<file path="src/rtl/seg_scan_ctrl.sv">
// Multiplexed seven-segment scan controller: anti-ghost blanking, per-digit dp, PWM brightness.
// Define SEG_SCAN_BLINK_EN to build the per-digit blink logic (frame counter + blink phase).
module seg_scan_ctrl #(
   parameter int DIGITS       = 8,
   parameter int SCAN_DIV     = 50000,
   parameter int BLANK_CYC    = 16,
   parameter int BLINK_FRAMES = 50
) (
   input  logic                  clk,
   input  logic                  rst,
   input  logic [4*DIGITS-1:0]   digits,
   input  logic [DIGITS-1:0]     en,
   input  logic [DIGITS-1:0]     dp,
   input  logic [DIGITS-1:0]     blink,
   input  logic [3:0]            bright,
   output logic [DIGITS-1:0]     seg_en,
   output logic [7:0]            seg_out,
   output logic                  frame_tick
);

   localparam int PRE_W = $clog2(SCAN_DIV);
   localparam int IDX_W = $clog2(DIGITS);
   localparam logic [PRE_W-1:0] PRE_LAST  = PRE_W'(SCAN_DIV - 1);
   localparam logic [PRE_W-1:0] PRE_BLANK = PRE_W'(BLANK_CYC);
   localparam logic [IDX_W-1:0] IDX_LAST  = IDX_W'(DIGITS - 1);

   function automatic logic [7:0] hex_glyph(input logic [3:0] v);
      logic [7:0] g;
      unique case (v)
         4'h0: g = 8'hC0;  4'h1: g = 8'hF9;  4'h2: g = 8'hA4;  4'h3: g = 8'hB0;
         4'h4: g = 8'h99;  4'h5: g = 8'h92;  4'h6: g = 8'h82;  4'h7: g = 8'hF8;
         4'h8: g = 8'h80;  4'h9: g = 8'h90;  4'hA: g = 8'h88;  4'hB: g = 8'h83;
         4'hC: g = 8'hC6;  4'hD: g = 8'hA1;  4'hE: g = 8'h86;  default: g = 8'h8E;
      endcase
      return g;
   endfunction

   logic [PRE_W-1:0]  pre_q, pre_d;
   logic [IDX_W-1:0]  idx_q, idx_d, idx_nxt;
   logic [3:0]        pwm_q, pwm_d;
   logic [3:0]        lat_nib_q, lat_nib_d, lat_bright_q, lat_bright_d;
   logic              lat_en_q, lat_en_d, lat_dp_q, lat_dp_d;
   logic [DIGITS-1:0] seg_en_q, seg_en_d;
   logic [7:0]        seg_out_q, seg_out_d;
   logic              frame_tick_q, frame_tick_d;
   logic              slot_tick, frame_wrap, suppress, lit;
   logic [3:0]        nxt_nib;
   logic              nxt_en, nxt_dp;
   logic [DIGITS-1:0] sel;
   logic [7:0]        glyph;

`ifdef SEG_SCAN_BLINK_EN
   localparam int FC_W = (BLINK_FRAMES > 1) ? $clog2(BLINK_FRAMES) : 1;
   localparam logic [FC_W-1:0] FC_LAST = FC_W'(BLINK_FRAMES - 1);
   logic [FC_W-1:0] fcnt_q, fcnt_d;
   logic            blink_phase_q, blink_phase_d;
   logic            lat_blink_q, lat_blink_d, nxt_blink;
`else
   logic            unused_blink;
   assign unused_blink = ^blink;
`endif

   assign slot_tick  = (pre_q == PRE_LAST);
   assign frame_wrap = slot_tick && (idx_q == IDX_LAST);
   assign idx_nxt    = (idx_q == IDX_LAST) ? '0 : idx_q + 1'b1;

   // Fetch the upcoming position's inputs so they can be frozen at the slot tick.
   always_comb begin
      nxt_nib = '0;
      nxt_en  = 1'b0;
      nxt_dp  = 1'b0;
`ifdef SEG_SCAN_BLINK_EN
      nxt_blink = 1'b0;
`endif
      for (int k = 0; k < DIGITS; k++) begin
         if (idx_nxt == IDX_W'(k)) begin
            nxt_nib = digits[4*k +: 4];
            nxt_en  = en[k];
            nxt_dp  = dp[k];
`ifdef SEG_SCAN_BLINK_EN
            nxt_blink = blink[k];
`endif
         end
      end
   end

   always_comb begin
      pre_d        = slot_tick ? '0 : pre_q + 1'b1;
      pwm_d        = pwm_q + 1'b1;
      idx_d        = idx_q;
      lat_nib_d    = lat_nib_q;
      lat_en_d     = lat_en_q;
      lat_dp_d     = lat_dp_q;
      lat_bright_d = lat_bright_q;
      frame_tick_d = frame_wrap;
      if (slot_tick) begin
         idx_d        = idx_nxt;
         lat_nib_d    = nxt_nib;
         lat_en_d     = nxt_en;
         lat_dp_d     = nxt_dp;
         lat_bright_d = bright;
      end
`ifdef SEG_SCAN_BLINK_EN
      fcnt_d        = fcnt_q;
      blink_phase_d = blink_phase_q;
      lat_blink_d   = slot_tick ? nxt_blink : lat_blink_q;
      if (frame_wrap) begin
         if (fcnt_q == FC_LAST) begin
            fcnt_d        = '0;
            blink_phase_d = ~blink_phase_q;
         end else begin
            fcnt_d = fcnt_q + 1'b1;
         end
      end
      suppress = blink_phase_q & lat_blink_q;
`else
      suppress = 1'b0;
`endif
      for (int k = 0; k < DIGITS; k++) sel[k] = (idx_q == IDX_W'(k));
      lit       = (pre_q >= PRE_BLANK) && lat_en_q && (pwm_q <= lat_bright_q) && !suppress;
      glyph     = hex_glyph(lat_nib_q);
      // Segments follow the select: the bus stays released whenever no digit is on.
      seg_en_d  = lit ? ~sel : '1;
      seg_out_d = lit ? {glyph[7] & ~lat_dp_q, glyph[6:0]} : 8'hFF;
   end

   always_ff @(posedge clk) begin
      if (rst) begin
         pre_q        <= '0;
         idx_q        <= '0;
         pwm_q        <= '0;
         lat_nib_q    <= '0;
         lat_en_q     <= 1'b0;
         lat_dp_q     <= 1'b0;
         lat_bright_q <= '0;
         seg_en_q     <= '1;
         seg_out_q    <= 8'hFF;
         frame_tick_q <= 1'b0;
`ifdef SEG_SCAN_BLINK_EN
         fcnt_q        <= '0;
         blink_phase_q <= 1'b0;
         lat_blink_q   <= 1'b0;
`endif
      end else begin
         pre_q        <= pre_d;
         idx_q        <= idx_d;
         pwm_q        <= pwm_d;
         lat_nib_q    <= lat_nib_d;
         lat_en_q     <= lat_en_d;
         lat_dp_q     <= lat_dp_d;
         lat_bright_q <= lat_bright_d;
         seg_en_q     <= seg_en_d;
         seg_out_q    <= seg_out_d;
         frame_tick_q <= frame_tick_d;
`ifdef SEG_SCAN_BLINK_EN
         fcnt_q        <= fcnt_d;
         blink_phase_q <= blink_phase_d;
         lat_blink_q   <= lat_blink_d;
`endif
      end
   end

   assign seg_en     = seg_en_q;
   assign seg_out    = seg_out_q;
   assign frame_tick = frame_tick_q;

endmodule

</file>
<file path="config.mk">
export PLATFORM = sky130hd
export DESIGN_NAME = seg_scan_ctrl
export DESIGN_NICKNAME = d
export VERILOG_FILES = /design/src/rtl/seg_scan_ctrl.sv
export SDC_FILE = /design/constraint.sdc
export NUM_CORES = 1
export LEC_CHECK = 0
export CORE_MARGIN = 8
export CORE_UTILIZATION = 40
export DETAILED_ROUTE_END_ITERATION = 12
export PLACE_DENSITY_LB_ADDON = 0.12
export SYNTH_ARGS = -nofsm -noshare
export SYNTH_HDL_FRONTEND = slang
export SYNTH_SLANG_ARGS = --single-unit
</file>
<file path="constraint.sdc">
create_clock -name clk -period 3.1 [get_ports clk]
set_clock_uncertainty 0.05 [all_clocks]
set_input_delay 0.62 -clock clk [delete_from_list [all_inputs] [get_ports clk]]
set_output_delay 0.62 -clock clk [all_outputs]
set_load 0.02 [all_outputs]
</file>
After elaboration in Yosys (flattened, before gate mapping):

Memory sizes are Yosys's and may differ from the RTL's. A register that Yosys moved wholly into a read port is not among the register bits.
Index checks and enable logic that the tools add are counted.

* add/subtract/negate cells: 3
* multipliers: 0
* div/mod/pow operators: 0
* order comparisons: 2
* eq/ne operators: 15
* shift-type cells: 0
* multiplexer cells: 25
* bitwise operators: 4
* reduce and logical (&&, ||, !) cells: 7

Operators with widths (number)
* 4-bit 2-to-1 mux: 8
* 3-bit equality test, second input constant: 8
* 16-bit by 1-bit adder with 16-bit output, second input constant: 1
* 16-bit equality test, second input constant: 1
* 16-bit by 5-bit >= comparator with 1-bit output, second input constant: 1
* 1-bit 2-to-1 mux: 16
* 3-bit by 2-bit equality test with 1-bit output, second input constant: 4
* 8-bit NOT: 1
* 3-bit by 1-bit equality test with 1-bit output, second input constant: 2
* 3-bit zero test: 2
* 4-bit by 1-bit adder with 4-bit output, second input constant: 1
* 4-bit less-or-equal comparator: 1
* 2-bit OR reduction: 2
* 3-bit by 1-bit adder with 3-bit output, second input constant: 1
* 1-bit logical AND: 3
* 3-bit 2-to-1 mux: 1
* 1-bit NOT: 2
* 1-bit bitwise AND, first input constant: 1

* register bits after elaboration: 50
* latch bits: 0
* memory bits (writable): 0
* memory bits (read-only): 112
* input bits: 62
* output and inout bits: 17
* logic and storage cells: 67
* memories kept: 1

Memory list
* (no name shown): words 16, width 7, rd ports 1, clocked after Yosys merged registers in 1, wr ports 0, RTL line 29 `unique case (v)`

Logic depth before layout (Yosys ltp):

* depth in word-level cells: 11
* mapped depth: 11
* depth with buffers taken out: 7

Least setup slack after synthesis:

OpenSTA, ideal clock, no wires.

* path kind: register -> register
* start point: register idx_q[0]
* end point: register lat_nib_q[2]
* setup time: 0.117 ns
* arrival time: 2.612 ns
* required time: 2.933 ns
* path slack: 0.321 ns
* stages on the path, launching flop included: 11
* path buffers: 4
* clock period less this slack: 2.779 ns
* cells stage by stage: dfxtp_1 > clkbuf_1 > inv_1 > buf_1 > ha_1 > clkbuf_1 > clkbuf_1 > mux2_2 > o22ai_1 > nand2_1 > a32o_1

* word-level cells in the longest chain between the ends: 11
* elaborated cells on any way between the ends: 19
* classes of those cells: add/sub: 1; eq/ne: 8; mux: 9; reduce/logical: 1

Ends and longest elaborated chain
* start, declared: RTL line 39 `logic [IDX_W-1:0] idx_q, idx_d, idx_nxt;`
* start signal, assigned: RTL line 146 `idx_q <= idx_d;`
* 3-bit by 1-bit adder with 3-bit output / 3-bit equality test (equally long branches): RTL line 65 `assign idx_nxt = (idx_q == IDX_LAST) ? '0 : idx_q + 1'b1;`
* 3-bit 2-to-1 mux (*): RTL line 65
* 3-bit zero test: RTL line 76 `if (idx_nxt == IDX_W'(k)) begin`
* 4-bit 2-to-1 mux (7 in a row): RTL line 76
* 4-bit 2-to-1 mux (*): RTL line 76
* end signal, assigned: RTL line 148 `lat_nib_q <= lat_nib_d;`
* end, declared: RTL line 41 `logic [3:0] lat_nib_q, lat_nib_d, lat_bright_q, lat_bright_d;`

Every way passes the cells marked *; elsewhere a longest branch is shown, timed or not.
A chain may end at the register's enable or synchronous reset.

Worst setup path after layout:

* start point: register idx_q[0]
* end point: register lat_en_q

* word-level cells in the longest chain between the ends: 11
* elaborated cells on any way between the ends: 19
* classes of those cells: add/sub: 1; eq/ne: 8; mux: 9; reduce/logical: 1

Ends and longest elaborated chain
* 3-bit by 1-bit adder with 3-bit output / 3-bit equality test (equally long branches): RTL line 65
* 3-bit 2-to-1 mux (*): RTL line 65
* 3-bit zero test: RTL line 76
* 1-bit 2-to-1 mux (7 in a row): RTL line 76
* 1-bit 2-to-1 mux (*): RTL line 76
* end signal, assigned: RTL line 149 `lat_en_q <= lat_en_d;`
* end, declared: RTL line 42 `logic lat_en_q, lat_en_d, lat_dp_q, lat_dp_d;`

Marked as above.

==> reports/qor.csv <==
metric,value,unit
status,"finished, final reports clean",
global-route wire length before repair,11400,µm
P_int,888,µW
total iterations of the first detailed-routing run,5,
DRC viols,0,
Final Worst Setup Slack,0.624,ns
Seq pwr share,57.8,%
critical path type,reg -> reg,
pwr/cell area,323,mW/mm²
biggest area consumer among synthesized cells,dfxtp_1,
area of placed instances,0.00343,mm²
worst-margin pin slew,0.717,ns
Clock Pin Slew Worst Setup and Hold Paths,0.09,ns
dpl ws,0.689,ns
Clock Power Share,31.4,%
Core Region,0.00635,mm²
worst hold margin,0.355,ns
syn_area_per_cell,8.70,µm²
Synth Warn #,0,
Fmax,404,MHz
number of global-route vias before repair,2440,
Final Max Slew Viols,0,
synth unique cells,49,
layout cell share with drive strength beyond 1,6.70,%
P_leak,0.00129,µW
GPL Wtd Cong,0.887,
post-synthesis cell count,303,
Final ANT Viol Nets,0,
GRT Total Usage,14.1,%
total die area,0.00944,mm²
required time worst endpoint,3.28,ns
CTS tree,done,
Maximum Capacitance Violations,0,
# hold bufs at CTS,0,
DR vias/cell,5.34,
Mapped Nets,384,
Area growth syn-to-layout,33.3,%
DRT iter0 DRCs,108,
endpoints failing setup,0,
Post-CTS Resized,0,
Chip Width,97.2,µm
postcts setup bufs,0,
Critical Path AT,2.65,ns
Final Critical Period,2.48,ns
main flop type after synthesis,dfxtp_1,
H-tree Lvls,2,
asr flop ratio synth,0,%
HP Class,reg -> reg,
Setup crit start kind,flop,
"Period Utilization, post-route",79.9,%
DR WL/cell,15.0,µm
clk_lat worst skew,0.29,ns
Peak VDD IR,0.258,mV
deepest clock path buffer count,2,
combinational group share of total power,10.8,%
unrepaired setup endpoints after global routing,false,
"Seq/Total Area, Yosys",38.0,%
top cell type's share of synthesized area,38.0,%
largest net degree at the start of global routing,16,
Fin Setup TNS,0,ns
Rows,29,
die height,97.2,µm
Seq cells post-synth,50,
most frequent cells in the layout,"70 x clkdlybuf4s50_1, 50 x dfxtp_1, 29 x nand2_1, 28 x nor2_1",
CTS root buf,clkbuf_8,
grt ovf,0,
CP max FO,10,
initial antenna violation count,0,
CP endpoint kind,flop,
"most common cell after layout, fill and taps aside",clkdlybuf4s50_1,
Layout Nets,454,
Rel. slew slack,52.1,%
Synth area leaders,"dfxtp_1 38%, ha_1 9.0%, nand2_1 4.1%",
TritonCTS buffer count,5,
"Cell Area, Synth",0.00264,mm²
WL final,6730,µm
"Design Area, Final",0.00351,mm²
initial core utilization,41.5,%
Sw Share,21.7,%
Post-synth EDFFs,0,
P_sw,246,µW
placed wire-length estimate,5310,µm
Ports,79,
Final Hold Fails,0,
PortBufs,70,
CTS sink count,50,
vias,2403,
# diodes,0,
[critical path, stage by stage, from the launching register on]
cell and delay (ns):
dfxtp_1 0.46, inv_1 0.09, ha_1 0.52, nor2b_1 0.43, nor2_1 0.09, o32a_1 0.33
a211o_1 0.31, a21oi_2 0.12
[flip-flops by register name (all words and copies together) (netlist names)]
name          cells
idx_q             3
lat_bright_q      4
seg_out           8
pwm_q             4
lat_dp_q          1
pre_q            16
lat_en_q          1
seg_en            8
lat_nib_q         4
frame_tick        1
[final timing paths]
path,start,end,slack (ns),cells past startpoint
worst max-delay path,idx_q[0],lat_en_q,0.62,7
worst max register to register,idx_q[0],lat_en_q,0.62,7
worst min register to register,lat_dp_q,seg_out[7],0.35,1
worst min-delay path,lat_dp_q,seg_out[7],0.35,1
[per-stage QoR]
step,instances,total power (µW),utilization (%)
finish,450,1130,55.3
global route,450,1190,55.3
CTS,450,1150,55.3
detailed placement,443,794,54.0
global placement,443,792,54.0
floorplan,303,711,-
[logic make-up (layout without fill, tap and decap cells)]
logic type                 Yosys count  in the layout  share of synthesized area (%)
AOI/OAI and AO/OA                   69             69                           19.3
xor gates and xnor gates            16             16                           5.32
adders and majority gates           19             19                           9.02
buffers and inverters               35            105                           5.60
DFF                                 50             50                           38.0
muxes                                6              6                           2.47
and+or+nand+nor                    108            108                           20.3
[final cells by class]
class,instances,area (µm²)
fill,573,2840
multi-input combinational,218,1490
sequential,50,1000
timing repair buffer,78,773
tap,77,96.3
inverter,20,75.1
clock buffer,6,72.6
clock inverter,1,7.51
[layer usage]
metal | wire [µm] | up-vias | track usage [%]
met4 | 56 | 0 | 2.96
met5 | 0 | - | 0
li1 | - | 1219 | -
met1 | 2760 | 1112 | 15.9
met3 | 428 | 6 | 3.77
met2 | 3490 | 66 | 25.7
[cell usage after synthesis, types with 2 or more instances]
cell type,n
xor2_1,12
o221ai_1,8
a32o_1,2
and2_1,2
nand2b_1,7
a221oi_1,2
o211ai_1,3
ha_1,19
or4_1,3
o311ai_0,5
a21o_1,3
o32a_1,2
mux2i_1,2
nor3_1,6
a22o_1,2
nand3_1,15
or2_2,2
buf_4,2
nand4_1,5
buf_1,3
nor2b_1,2
dfxtp_1,50
o21ai_0,9
o22ai_1,11
nand2_1,29
inv_1,19
or3_1,3
mux2_2,4
nor2_1,28
a21oi_1,10
clkbuf_1,8
a2bb2oi_1,5
xnor2_1,4
[power by group through the flow]
stage / Sequential, µW / Combinational (µW) / Clock (µW)
floorplan: 668 / 43.1 / 0
global placement: 670 / 122 / 0
detailed placement: 670 / 124 / 0
CTS: 655 / 124 / 368
global route: 657 / 134 / 399
finish: 655 / 123 / 356
Note: power is estimated with default switching activity, not from simulation.
==> patch 1 (same flow settings) <==
Change the parameter `DIGITS` from 8 to 16.
--- a/src/rtl/seg_scan_ctrl.sv
+++ b/src/rtl/seg_scan_ctrl.sv
@@ -1,7 +1,7 @@
 // Multiplexed seven-segment scan controller: anti-ghost blanking, per-digit dp, PWM brightness.
 // Define SEG_SCAN_BLINK_EN to build the per-digit blink logic (frame counter + blink phase).
 module seg_scan_ctrl #(
-   parameter int DIGITS       = 8,
+   parameter int DIGITS       = 16,
    parameter int SCAN_DIV     = 50000,
    parameter int BLANK_CYC    = 16,
    parameter int BLINK_FRAMES = 50
Ports: changed (5 resized); port bits go from 79 to 143. The function was not compared with the original's and may differ.
==> patch 1 against the unedited design <==
- worst setup slack got worse by 350 ps
- power increased by 56%
- die area increased by 37%
- synthesized area increased by 45%
- synthesized cell count increased by 66%
- design area increased by 56%
- sequential cell count increased by 9
- wire length increased by 98%
- largest power group is now clock
==> patch 1: results (changes against the unedited design) <==
** Cells and area
- The number of nets in the finished design came to 766 (+69%).
- Fraction of layout instances using a drive strength above 1 :: 0.0823 (+0.0153)
- The filler cell count came to 865 (+51%).

** Synthesis
- The count of distinct cell types in the synthesized netlist came to 66 (+35%).
- Sequential fraction of the synthesis area :: 0.308 (-0.0718)
- Multiplexer share of the synthesized area :: 0.00849 (-0.0162)
- Adder and majority cell fraction of the synthesized area :: 0.0653 (-0.0249)
- Yosys attributes the largest share of cell area to dfxtp_1, ha_1, nand2_1, a21oi_1, nor2_1.
- Share of the synthesized area in compound gates (AO/OA/AOI/OAI) :: 0.259 (+0.0664)

** Global route
- Combined global-route utilization of all metal layers :: 0.205 (+0.0636)
- Met3 usage in global routing :: 0.0539 (+0.0162)
- Number of global-route vias before repair :: 4129 (+69%)
- The first-pass GRT wire length is 21300 um (+87%).
- Global routing met1 resource utilization :: 0.264 (+0.104)
- The global routing usage on met2 was 0.319 (+0.0614).

** Drt
- The final wirelength was 13300 um (+98%).
- Initial drt markers :: 277 (+160%)
- Vias per Instance :: 5.63 (+5.4%)

** Clock network
- Number of H-tree branching levels :: 3 (+1)
- Latest clock arrival within the worst-skew pair :: 340 ps (+50 ps)
- The number of buffers created by CTS came to 9 (+4).
- In this run the clock root is driven by a clkbuf_8.

** Place
- The number of I/O port buffers is 126 (+80%).
- The HPWL after detailed placement came to 10500 um (+98%).
- The post-placement setup slack was 302 ps (-388 ps).
- RePlAce Congestion :: 0.914 (+3.0%)

** STA
- The worst relative slew slack is 0.590 (+0.0691).

** Power and ir drop
- Max VDD drop :: 220 uV (-14%)
- Leakage power figure :: 1.99 nW (+54%)

** Status
- Result of the run :: complete, no violations

** Worst setup path
- Data arrival, critical path :: 2990 ps (+340 ps)

** Hold path
- HP Start :: lat_bright_q[2]$_SDFFE_PP0N_
[patch 1: changes by cell type in the layout (fill, tap and decap cells not counted), moves of 9 or more]
cell             change
a21oi_1             +28
dfxtp_1              +9
nor2_1              +19
buf_4               +15
nand2_1             +32
and3_1              +11
o21ai_0             +18
nand3_1             +15
clkdlybuf4s50_1     +56
[patch 1: worst paths after layout]
check / slack [ps] / depth (start not counted) / end
worst max-delay path: 270 / 9 / lat_nib_q[1]$_SDFFE_PP0N_
worst min-delay path: 410 / 2 / lat_bright_q[2]$_SDFFE_PP0N_
worst max register to register: 270 / 9 / lat_nib_q[1]$_SDFFE_PP0N_
worst min register to register: 410 / 2 / lat_bright_q[2]$_SDFFE_PP0N_
[patch 1: area by class of cell]
type | count | area (um2) | area share
Inverter | 18 | 67.6 | 0.0123
Clock inverter | 4 | 73.8 | 0.0135
Clock buffer | 11 | 151 | 0.0276
Timing Repair Buffer | 148 | 1430 | 0.260
Multi-Input combinational cell | 392 | 2420 | 0.442
Tap cell | 129 | 161 | 0.0294
Sequential cell | 59 | 1180 | 0.215
[patch 1: through the flow]
step | area (um2) | instances | power (mW)
after floorplan | 3830 | 504 | 0.833
after global placement | 5260 | 746 | 0.980
after detailed placement | 5260 | 746 | 0.982
after CTS | 5490 | 761 | 1.78
after global routing | 5490 | 761 | 1.83
final | 5490 | 761 | 1.77
[patch 1: logic make-up (layout without fill, tap and decap cells)]
group / after synthesis / in the layout
mux: 3 / 3
simple gates: 207 / 207
flops: 59 / 59
buf+inv: 53 / 181
fa+ha+maj: 20 / 20
xor+xnor: 15 / 15
compound gates: 147 / 147
[patch 1: power by group]
part           switching (mW)  total [mW]  internal [mW]
Clock                   0.313       0.805          0.492
Sequential            0.00751       0.772          0.764
Combinational          0.0575       0.194          0.137
[patch 1: metal layers]
layer / vias to the layer above / wire length, um
li1: 2096 / -
met4: 0 / 323
met2: 194 / 6120
met1: 1974 / 5720
met5: - / 0
met3: 19 / 1180
[patch 1: critical path, stage by stage, from the launching register on]
cell and delay (ps):
dfxtp_1 430, ha_1 450, buf_4 220, inv_1 140, o2bb2ai_1 220, and3_1 210
a2111oi_0 320, nand3_1 220, a211oi_1 340, a2111oi_1 90
==> patch 2 (same flow settings) <==
Made on the original files. Reset style: asynchronous (`rst`), changed in one clocked block.
--- a/src/rtl/seg_scan_ctrl.sv
+++ b/src/rtl/seg_scan_ctrl.sv
@@ -124,7 +124,7 @@
       seg_out_d = lit ? {glyph[7] & ~lat_dp_q, glyph[6:0]} : 8'hFF;
    end
 
-   always_ff @(posedge clk) begin
+   always_ff @(posedge clk or posedge rst) begin
       if (rst) begin
          pre_q        <= '0;
          idx_q        <= '0;
Function: no difference found for any inputs over 10 cycles, from zero or initial values and one cycle with rst high; that may be too few to reach the edited logic, so the function may still have changed.
==> patch 2 against the unedited design <==
- via count down 0.42%
- global-route usage grew 0.45 points
- wire length is 3.7% higher
- design area up 9.3%
- synthesized area rose by 12%
- worst setup slack improved by 14 ps
- worst hold slack gained 68 ps
- largest power group unchanged
- power rose by 4.2%
- sequential cell count did not move
- first-iteration DRC count is 14% higher
- die area is 10% higher
- critical path depth stayed put
==> patch 2: results (changes against the unedited design) <==
** Cells and area
- The filler cell count was 659 (+15%).
- Fraction of layout instances using a drive strength above 1 :: 0.125 (+0.0580)
- Number of nets in the layout :: 440 (-3.1%)

** Power and ir drop
- The worst voltage drop across the vdd grid was 141 uV (-45%).
- Leakage power figure :: 1.66 nW (+29%)

** Worst setup path
- Highest net fanout along the worst path :: 20 (+10)
- The data arrival time of the critical path came to 2640 ps (about the same).
- Among cell families on the critical path, the largest total delay comes from flip-flops.
- Cell type of the slowest stage on the worst timing path :: dfrtp_1

** Drt
- Initial drt markers :: 123 (+14%)
- The final wirelength came to 6980 um (+3.7%).
- The detail-routed net length per standard cell came to 15.2 um (+1.7%).
- The number of search-and-repair iterations in the first detailed-routing pass came to 4 (-1).
- The via total after detailed routing came to 2393 (-0.42%).

** Place
- The HPWL after detailed placement is 5510 um (+3.8%).
- Post-Place Cells :: 451 (+1.8%)
- The placer's final routability congestion estimate came to 0.886 (about the same).
- Cell area after placement :: 3730 um2 (+8.6%)

** Status
- The run finished with clean final reports.

** Synthesis
- For this run, the leading register cell type out of synthesis is dfrtp_1.
- The sequential element share of the synthesized area came to 0.430 (+0.0501).
- The post-synthesis net count is 373 (-2.9%).
- Ranked by instance count, the synthesized netlist is headed by dfrtp_1, nand2_1, ha_1, inv_1, dfstp_2.
- The count of distinct cell types in the synthesized netlist was 53 (+8.2%).
- The number of instances in the synthesized netlist was 292 (-3.6%).

** Clock network
- The insertion delay to the later sink of the worst-skew pair is 310 ps (+20 ps).

** STA
- The minimum setup slack in the final design came to 638 ps (+13.8 ps).
- The worst-case hold slack was 423 ps (+68.2 ps).
- Slew at the pin closest to its max-slew limit :: 723 ps (+6.38 ps)

** Global route
- The first-pass GRT wire length came to 12000 um (+5.5%).
- The total track usage is 0.146 (+0.00452).
-- patch 2: routing by layer --
metal / share of wire / GRT usage
met4: 0.012 / 0.0508
met3: 0.11 / 0.0654
met2: 0.41 / 0.213
met5: 0 / 0
met1: 0.47 / 0.186
-- patch 2: cell families (layout without fill, tap and decap cells) --
kind of cell    count (synthesis)  in the layout  synth area share
compound gates                 64             64             0.158
xor+xnor                       14             14            0.0415
flops                          50             50             0.430
simple gates                  101            101             0.202
fa+ha+maj                      19             19            0.0804
buf+inv                        36            104            0.0592
mux                             8              8            0.0288
-- patch 2: worst paths after layout --
path                                           start              endpoint  cells past startpoint
worst max-delay path            idx_q[0]$_DFFE_PP0N_  lat_dp_q$_DFFE_PP0N_                      7
worst min-delay path              pwm_q[0]$_DFF_PP0_    pwm_q[0]$_DFF_PP0_                      1
worst max register to register  idx_q[0]$_DFFE_PP0N_  lat_dp_q$_DFFE_PP0N_                      7
worst min register to register    pwm_q[0]$_DFF_PP0_    pwm_q[0]$_DFF_PP0_                      1
max in group asynchronous                        rst  seg_out[7]$_DFF_PP1_                      3
min in group asynchronous                        rst    pre_q[9]$_DFF_PP0_                      2
-- patch 2: layout make-up --
cell class                      instances  area, um2  area share
Timing Repair Buffer                   76        746       0.194
Clock buffer                            8        111      0.0290
Sequential cell                        50       1270       0.331
Multi-Input combinational cell        206       1510       0.394
Tap cell                               99        124      0.0323
Inverter                               20       75.1      0.0196
-- patch 2: report_power, final --
group	total (mW)	internal [mW]	switching (mW)
registers	0.653	0.653	0
logic	0.0934	0.0658	0.0276
clock network	0.435	0.231	0.205
